File: src/rtl/fifo_sync_param_pkg.sv
// Shared constants, helper function and status struct for the synchronous FIFO.
package fifo_pkg;

    localparam int FIFO_DATA_W_DEF = 16;
    localparam int FIFO_DEPTH_DEF  = 128;

    function automatic int fifo_clog2(input int value);
        int result;
        result = 0;
        while ((1 << result) < value) begin
            result = result + 1;
        end
        return result;
    endfunction

    typedef struct packed {
        logic full;
        logic empty;
        logic almost_full;
        logic almost_empty;
        logic overflow;
        logic underflow;
    } fifo_status_t;

endpackage

File: src/rtl/fifo_sync_param_if.sv
// Producer/consumer bus of the synchronous FIFO; master drives requests, slave is the FIFO.
interface fifo_sync_param_if
    import fifo_pkg::*;
#(
    parameter int DATA_W = FIFO_DATA_W_DEF,
    parameter int DEPTH  = FIFO_DEPTH_DEF
);

    localparam int CNT_W = fifo_clog2(DEPTH) + 1;

    logic              wr_en;
    logic [DATA_W-1:0] wr_data;
    logic              rd_en;
    logic [DATA_W-1:0] rd_data;
    logic              rd_valid;
    logic              full;
    logic              empty;
    logic              almost_full;
    logic              almost_empty;
    logic [CNT_W-1:0]  count;
    logic              overflow;
    logic              underflow;

    modport master (
        output wr_en, wr_data, rd_en,
        input  rd_data, rd_valid, full, empty, almost_full, almost_empty,
               count, overflow, underflow
    );

    modport slave (
        input  wr_en, wr_data, rd_en,
        output rd_data, rd_valid, full, empty, almost_full, almost_empty,
               count, overflow, underflow
    );

endinterface

File: src/rtl/fifo_sync_param_mem.sv
// Flip-flop storage array: one synchronous write port, one asynchronous read port, no reset.
module fifo_mem #(
    parameter int DATA_W = 16,
    parameter int DEPTH  = 128,
    parameter int ADDR_W = 7
) (
    input  logic              clk,
    input  logic              i_wrEn,
    input  logic [ADDR_W-1:0] i_wrAddr,
    input  logic [DATA_W-1:0] i_wrData,
    input  logic [ADDR_W-1:0] i_rdAddr,
    output logic [DATA_W-1:0] o_rdData
);

    logic [DATA_W-1:0] r_mem [DEPTH];

    always_ff @(posedge clk) begin
        if (i_wrEn) begin
            r_mem[i_wrAddr] <= i_wrData;
        end
    end

    assign o_rdData = r_mem[i_rdAddr];

endmodule

File: src/rtl/fifo_sync_param.sv
// Parametrised single-clock FIFO with occupancy count and threshold/error flags.
// Define FIFO_FWFT_EN for first-word-fall-through reads; otherwise reads are registered.
module fifo_sync_param
    import fifo_pkg::*;
#(
    parameter int DATA_W    = FIFO_DATA_W_DEF,
    parameter int DEPTH     = FIFO_DEPTH_DEF,
    parameter int AFULL_TH  = DEPTH - 4,
    parameter int AEMPTY_TH = 4
) (
    input  logic clk,
    input  logic rst,
    fifo_sync_param_if.slave bus
);

    localparam int ADDR_W = fifo_clog2(DEPTH);
    localparam int CNT_W  = ADDR_W + 1;

    logic [ADDR_W:0]   r_wrPtr;
    logic [ADDR_W:0]   r_rdPtr;
    logic [CNT_W-1:0]  r_count;
    fifo_status_t      r_status;

    logic              w_rdAccept;
    logic              w_wrAccept;
    logic [CNT_W-1:0]  w_countNext;
    fifo_status_t      w_statusNext;
    logic [DATA_W-1:0] w_memRdData;

    // A full FIFO still takes a write when a read frees a slot on the same edge.
    assign w_rdAccept = bus.rd_en && !r_status.empty;
    assign w_wrAccept = bus.wr_en && (!r_status.full || w_rdAccept);

    always_comb begin
        w_countNext = r_count;
        case ({w_wrAccept, w_rdAccept})
            2'b10:   w_countNext = r_count + 1'b1;
            2'b01:   w_countNext = r_count - 1'b1;
            default: w_countNext = r_count;
        endcase
    end

    always_comb begin
        w_statusNext              = '0;
        w_statusNext.full         = (w_countNext == CNT_W'(DEPTH));
        w_statusNext.empty        = (w_countNext == '0);
        w_statusNext.almost_full  = (w_countNext >= CNT_W'(AFULL_TH));
        w_statusNext.almost_empty = (w_countNext <= CNT_W'(AEMPTY_TH));
        w_statusNext.overflow     = bus.wr_en && !w_wrAccept;
        w_statusNext.underflow    = bus.rd_en && !w_rdAccept;
    end

    always_ff @(posedge clk or posedge rst) begin
        if (rst) begin
            r_wrPtr               <= '0;
            r_rdPtr               <= '0;
            r_count               <= '0;
            r_status              <= '0;
            r_status.empty        <= 1'b1;
            r_status.almost_empty <= 1'b1;
        end else begin
            if (w_wrAccept) begin
                r_wrPtr <= r_wrPtr + 1'b1;
            end
            if (w_rdAccept) begin
                r_rdPtr <= r_rdPtr + 1'b1;
            end
            r_count  <= w_countNext;
            r_status <= w_statusNext;
        end
    end

    fifo_mem #(
        .DATA_W (DATA_W),
        .DEPTH  (DEPTH),
        .ADDR_W (ADDR_W)
    ) u_mem (
        .clk      (clk),
        .i_wrEn   (w_wrAccept),
        .i_wrAddr (r_wrPtr[ADDR_W-1:0]),
        .i_wrData (bus.wr_data),
        .i_rdAddr (r_rdPtr[ADDR_W-1:0]),
        .o_rdData (w_memRdData)
    );

`ifdef FIFO_FWFT_EN
    assign bus.rd_data  = w_memRdData;
    assign bus.rd_valid = !r_status.empty;
`else
    logic [DATA_W-1:0] r_rdData;
    logic              r_rdValid;

    always_ff @(posedge clk or posedge rst) begin
        if (rst) begin
            r_rdData  <= '0;
            r_rdValid <= 1'b0;
        end else begin
            r_rdValid <= w_rdAccept;
            if (w_rdAccept) begin
                r_rdData <= w_memRdData;
            end
        end
    end

    assign bus.rd_data  = r_rdData;
    assign bus.rd_valid = r_rdValid;
`endif

    assign bus.full         = r_status.full;
    assign bus.empty        = r_status.empty;
    assign bus.almost_full  = r_status.almost_full;
    assign bus.almost_empty = r_status.almost_empty;
    assign bus.overflow     = r_status.overflow;
    assign bus.underflow    = r_status.underflow;
    assign bus.count        = r_count;

endmodule

File: src/flat_wrapper.sv
// flat-port wrapper written by rule: the top's interface ports become plain ports
module fifo_sync_param_flat import fifo_pkg::*;
#(
    parameter int DATA_W    = FIFO_DATA_W_DEF,
    parameter int DEPTH     = FIFO_DEPTH_DEF,
    parameter int AFULL_TH  = DEPTH - 4,
    parameter int AEMPTY_TH = 4
)
  (clk, rst, bus_wr_en, bus_wr_data, bus_rd_en, bus_rd_data, bus_rd_valid, bus_full, bus_empty, bus_almost_full, bus_almost_empty, bus_count, bus_overflow, bus_underflow);
  fifo_sync_param_if #(.DATA_W(DATA_W), .DEPTH(DEPTH)) bus_i ();
  input  logic clk;
  input  logic rst;
  input wire logic [$bits(bus_i.wr_en)-1:0] bus_wr_en;
  input wire logic [$bits(bus_i.wr_data)-1:0] bus_wr_data;
  input wire logic [$bits(bus_i.rd_en)-1:0] bus_rd_en;
  output wire logic [$bits(bus_i.rd_data)-1:0] bus_rd_data;
  output wire logic [$bits(bus_i.rd_valid)-1:0] bus_rd_valid;
  output wire logic [$bits(bus_i.full)-1:0] bus_full;
  output wire logic [$bits(bus_i.empty)-1:0] bus_empty;
  output wire logic [$bits(bus_i.almost_full)-1:0] bus_almost_full;
  output wire logic [$bits(bus_i.almost_empty)-1:0] bus_almost_empty;
  output wire logic [$bits(bus_i.count)-1:0] bus_count;
  output wire logic [$bits(bus_i.overflow)-1:0] bus_overflow;
  output wire logic [$bits(bus_i.underflow)-1:0] bus_underflow;
  assign bus_i.wr_en = bus_wr_en;
  assign bus_i.wr_data = bus_wr_data;
  assign bus_i.rd_en = bus_rd_en;
  assign bus_rd_data = bus_i.rd_data;
  assign bus_rd_valid = bus_i.rd_valid;
  assign bus_full = bus_i.full;
  assign bus_empty = bus_i.empty;
  assign bus_almost_full = bus_i.almost_full;
  assign bus_almost_empty = bus_i.almost_empty;
  assign bus_count = bus_i.count;
  assign bus_overflow = bus_i.overflow;
  assign bus_underflow = bus_i.underflow;
  fifo_sync_param #(.DATA_W(DATA_W), .DEPTH(DEPTH), .AFULL_TH(AFULL_TH), .AEMPTY_TH(AEMPTY_TH)) u_core (.clk(clk), .rst(rst), .bus(bus_i));
endmodule
File: config.mk
export PLATFORM = sky130hd
export DESIGN_NAME = fifo_sync_param_flat
export DESIGN_NICKNAME = d
export VERILOG_FILES = /design/src/rtl/fifo_sync_param_pkg.sv /design/src/rtl/fifo_sync_param_if.sv /design/src/rtl/fifo_sync_param_mem.sv /design/src/rtl/fifo_sync_param.sv /design/src/flat_wrapper.sv
export SDC_FILE = /design/constraint.sdc
export NUM_CORES = 2
export LEC_CHECK = 0
export CAP_MARGIN = 10
export CORE_UTILIZATION = 50
export DETAILED_ROUTE_END_ITERATION = 7
export GPL_ROUTABILITY_DRIVEN = 1
export PLACE_DENSITY = 0.74
export SLEW_MARGIN = 10
export SYNTH_ARGS = -nofsm -noshare
export SYNTH_HDL_FRONTEND = slang
export SYNTH_SLANG_ARGS = --single-unit
File: constraint.sdc
create_clock -name clk -period 3.2 [get_ports clk]
set_input_delay 0.8 -clock clk [delete_from_list [all_inputs] [get_ports clk]]
set_output_delay 0.8 -clock clk [all_outputs]
set_load 0.01 [all_outputs]
==> parameters.txt <==
Parameter                              Value

Global route
  Met3 capacity usage during global routing    5.663%
  Global-route wire length before repair    between 200 and 300 mm
  Vias in the first global route    42.01k
  Global routing usage on met2    around 40%
  Global Route Usage Sum    25.56%
  Number of antenna violations at the first check in global routing    11
  Met1 track demand over resource    35.28%
  Largest net degree at the start of global routing    129
  Leftover overflow at the end of global routing    0
  Most heavily used metal layer in global routing    met2

Route
  Wire per inst    31.01 um
  First-iteration detailed-routing DRC count    6039
  Number of iterations in the first detailed-routing pass    6
  Count of nets left with antenna violations after detail routing    0
  Total vias in the final route    around 42k
  Via density    6.317
  Final wirelength    208.5 mm
  DR DRC count    0

Clock tree
  Clk pin slew, worst setup/hold paths    0.07 ns
  Hold_buf cts    0
  Clock root buffer master    sky130_fd_sc_hd__clkbuf_16
  Total number of clock tree sinks    roughly 2.1k
  TritonCTS Buffers    201
  Maximum root-to-sink buffer count    3
  Clock Latency Late Sink    0.85 ns
  Max H-tree Level    4
  CTS tree    yes

Critical path
  Worst Setup Start Kind    flip-flop
  Critical Path Fanout Max    23
  Launch point of the worst path    u_core.r_rdPtr[1]$_DFFE_PP0P_
  Crit path DAT    3.88 ns
  Largest incremental delay on the critical path    0.60 ns
  Slowest cell on the critical path    sky130_fd_sc_hd__a2111oi_0
  Required time at the endpoint of the critical path    between 3 and 4 ns
  Critical-path cell list    buf_12, buf_12, buf_12, mux4_2, nor2b_1, a2111oi_0, a211oi_1, nor2_1, a221oi_1
  Critical path type    flip-flop to flip-flop
  Cell occurring most often along the worst timing path    sky130_fd_sc_hd__buf_12
  Reg-to-Reg Start    u_core.r_rdPtr[1]$_DFFE_PP0P_
  Setup crit end kind    flip-flop

Place
  Placer congestion estimate    approximately 0.92
  I/O Buffers    50
  Count of placed standard cells including taps    ~6.3k
  Pre-CTS WS    -0.2153 ns
  Half-perimeter wire length after detailed placement    131.0 mm

Logic synthesis
  Count of flip-flops with a built-in enable after synthesis    a little over 2k
  Mapped Cells    about 3.9k
  Synth area leader    sky130_fd_sc_hd__edfxtp_1
  Most used flip-flop cell after synthesis    sky130_fd_sc_hd__edfxtp_1
  Top cell type's share of synthesized area    about 75%
  Post-Syn Area    between 0.08 and 0.09 mm2
  Yosys warnings    0
  Register bit count reported by yosys    2093
  Per-instance average area after synthesis    approximately 21 um2
  Sequential-to-total area share from yosys stat    76.80%
  Netlist cell types    between 70 and 80
  Number of nets in the synthesized netlist    3928
  Share of flip-flops with an asynchronous set or reset    2.150%
  Cell types occupying the most area after synthesis    sky130_fd_sc_hd__edfxtp_1 75%, sky130_fd_sc_hd__mux4_2 11%, sky130_fd_sc_hd__mux2i_1 4.1%, sky130_fd_sc_hd__dfrtp_1 1.3%, sky130_fd_sc_hd__a22oi_1 0.91%

Flow run
  Number of maximum-capacitance constraint violations    0

Timing
  Slew headroom    22.65%
  Setup total negative slack    0 ns
  Min Hold Slack    0.2340 ns
  Least-Margin Pin Slew    1.153 ns
  Setup repair after global routing missed its margin    no
  Number of max-slew violations in the final report    0
  Peak Freq    approximately 320 MHz
  Final Critical Period    3.170 ns
  Slack of the critical path    0.03037 ns
  Crit share post-route    99.05%
  Final setup skew    0.03072 ns
  Number of failing hold endpoints at the final stage    0
  Number of failing setup endpoints in the final timing report    0

Final layout
  Number of diodes added for antenna fixing    0
  Layout cells sized above 1    27.15%
  Area growth, synth to finish    16.94%
  Final #Nets    4417
  Fin cells    6724
  Utilization after layout    between 50 and 60%

Floorplan
  Die outline height    405.9 um
  Standard-cell rows    147
  Boundary pin count    51
  Initial cell density of the core    50.56%
  Core area    between 0.15 and 0.2 mm2
  Die W    between 400 and 500 um
  Die Footprint    0.1647 mm2

Min path
  Hold/Removal Path Class    input pin to asynchronous set/reset pin

Power and ir drop
  Power density over the cells    roughly 840 mW/mm2
  Max VDD drop    0.6012 mV
  Standby leakage power    31.08 nW

Status
  Outcome    finished clean
## state kept, by name, summed over array words and instances (netlist names)
register,count
u_core.u_mem.r_mem,2048
u_core.bus.rd_data,16
u_core.bus.count,8
u_core.r_rdPtr,7
u_core.r_wrPtr,7
u_core.bus.almost_empty,1
u_core.bus.almost_full,1
u_core.bus.empty,1
u_core.bus.full,1
u_core.bus.overflow,1
u_core.bus.rd_valid,1
u_core.bus.underflow,1
## where the power goes
| group | internal, mW | leakage, nW | switching, mW |
|---|---|---|---|
| Sequential | 30.9 | 18.9 | 0.822 |
| Clock | 14.0 | 3.30 | 10.2 |
| Combinational | 10.4 | 8.83 | 13.9 |
## critical path: cells and delay by family, from the launching register on
kind / cells / cell delay (ns)
buffers and inverters: 3 / 0.77
AO/OA/AOI/OAI: 3 / 0.90
multiplexers: 1 / 0.32
flip-flops: 1 / 0.55
AND/OR/NAND/NOR: 2 / 0.41
## cell families after synthesis
kind of cell / share of synthesized area, %
buf+inv: 1.945
fa+ha+maj: 0.07671
xor+xnor: 0.2148
simple gates: 2.331
flops: 76.80
mux: 15.41
compound gates: 3.227
## synthesized netlist by cell type, drive strengths merged (6+ instances only)
cell and instances:
mux4 400, inv 10, nor2b 26, buf 160
a22o 24, and3 8, a22oi 99, a211oi 15
nand2b 18, dfrtp 43, clkbuf 66, a2111oi 13
nor4 6, nand2 81, mux2 20, nand4 7
o221ai 8, o22ai 29, nor2 187, mux2i 333
a21oi 71, nand3 33, xor2 6, edfxtp 2048
o21ai 38, a31oi 29, nor3 24, a221oi 15
and2 8, xnor2 14
## layer usage
| layer | part of all wire, % | vias up |
|---|---|---|
| met1 | 38 | 22160 |
| met4 | 3.6 | 22 |
| met5 | 0.11 | - |
| li1 | - | 17230 |
| met3 | 11 | 435 |
| met2 | 48 | 2634 |
## final timing paths
kind / depth (start not counted) / slack (ns) / to
min in group clk: 1 / 0.43 / u_core.u_mem.r_mem[97][11]$_DFFE_PP_
min reg2reg: 1 / 0.55 / u_core.bus.underflow$_DFF_PP0_
max in group asynchronous: 3 / 2.10 / u_core.r_rdPtr[3]$_DFFE_PP0P_
max reg2reg: 9 / 0.03 / u_core.bus.rd_data[1]$_DFFE_PP0P_
min: 2 / 0.23 / u_core.bus.overflow$_DFF_PP0_
max: 9 / 0.03 / u_core.bus.rd_data[1]$_DFFE_PP0P_
## repair_timing
action	CTS	global route
setup buffers	0	4
resized for setup	5	6
setup endpoints to repair	3	9
## final cells by class
cell class | instances | area [um2]
Tap cell | 2160 | 2703
Clock buffer | 246 | 5331
Fill cell | 11090 | 65930
Timing Repair Buffer | 512 | 5781
Inverter | 10 | 40.04
Clock inverter | 129 | 1420
Multi-Input combinational cell | 1574 | 17450
Sequential cell | 2093 | 62640
## through the flow
step	cell area (um2)	power (mW)
4_1_cts	95300	80.08
3_3_place_gp	88530	55.74
5_1_grt	95370	82.28
3_5_place_dp	88530	56.04
6_report	95370	80.16
2_1_floorplan	81620	46.37
## cells in the final DEF, fill, tap and decap left out, types with 40 or more instances in the layout
master and count:
sky130_fd_sc_hd__mux2i_1 333, sky130_fd_sc_hd__a22oi_1 98, sky130_fd_sc_hd__clkbuf_16 203, sky130_fd_sc_hd__mux4_2 400, sky130_fd_sc_hd__buf_4 329, sky130_fd_sc_hd__nor2_1 181, sky130_fd_sc_hd__clkinv_2 40, sky130_fd_sc_hd__buf_12 148
sky130_fd_sc_hd__a21oi_1 70, sky130_fd_sc_hd__nand2_1 81, sky130_fd_sc_hd__edfxtp_1 2048
No activity file was read; power rests on OpenSTA's default activity.
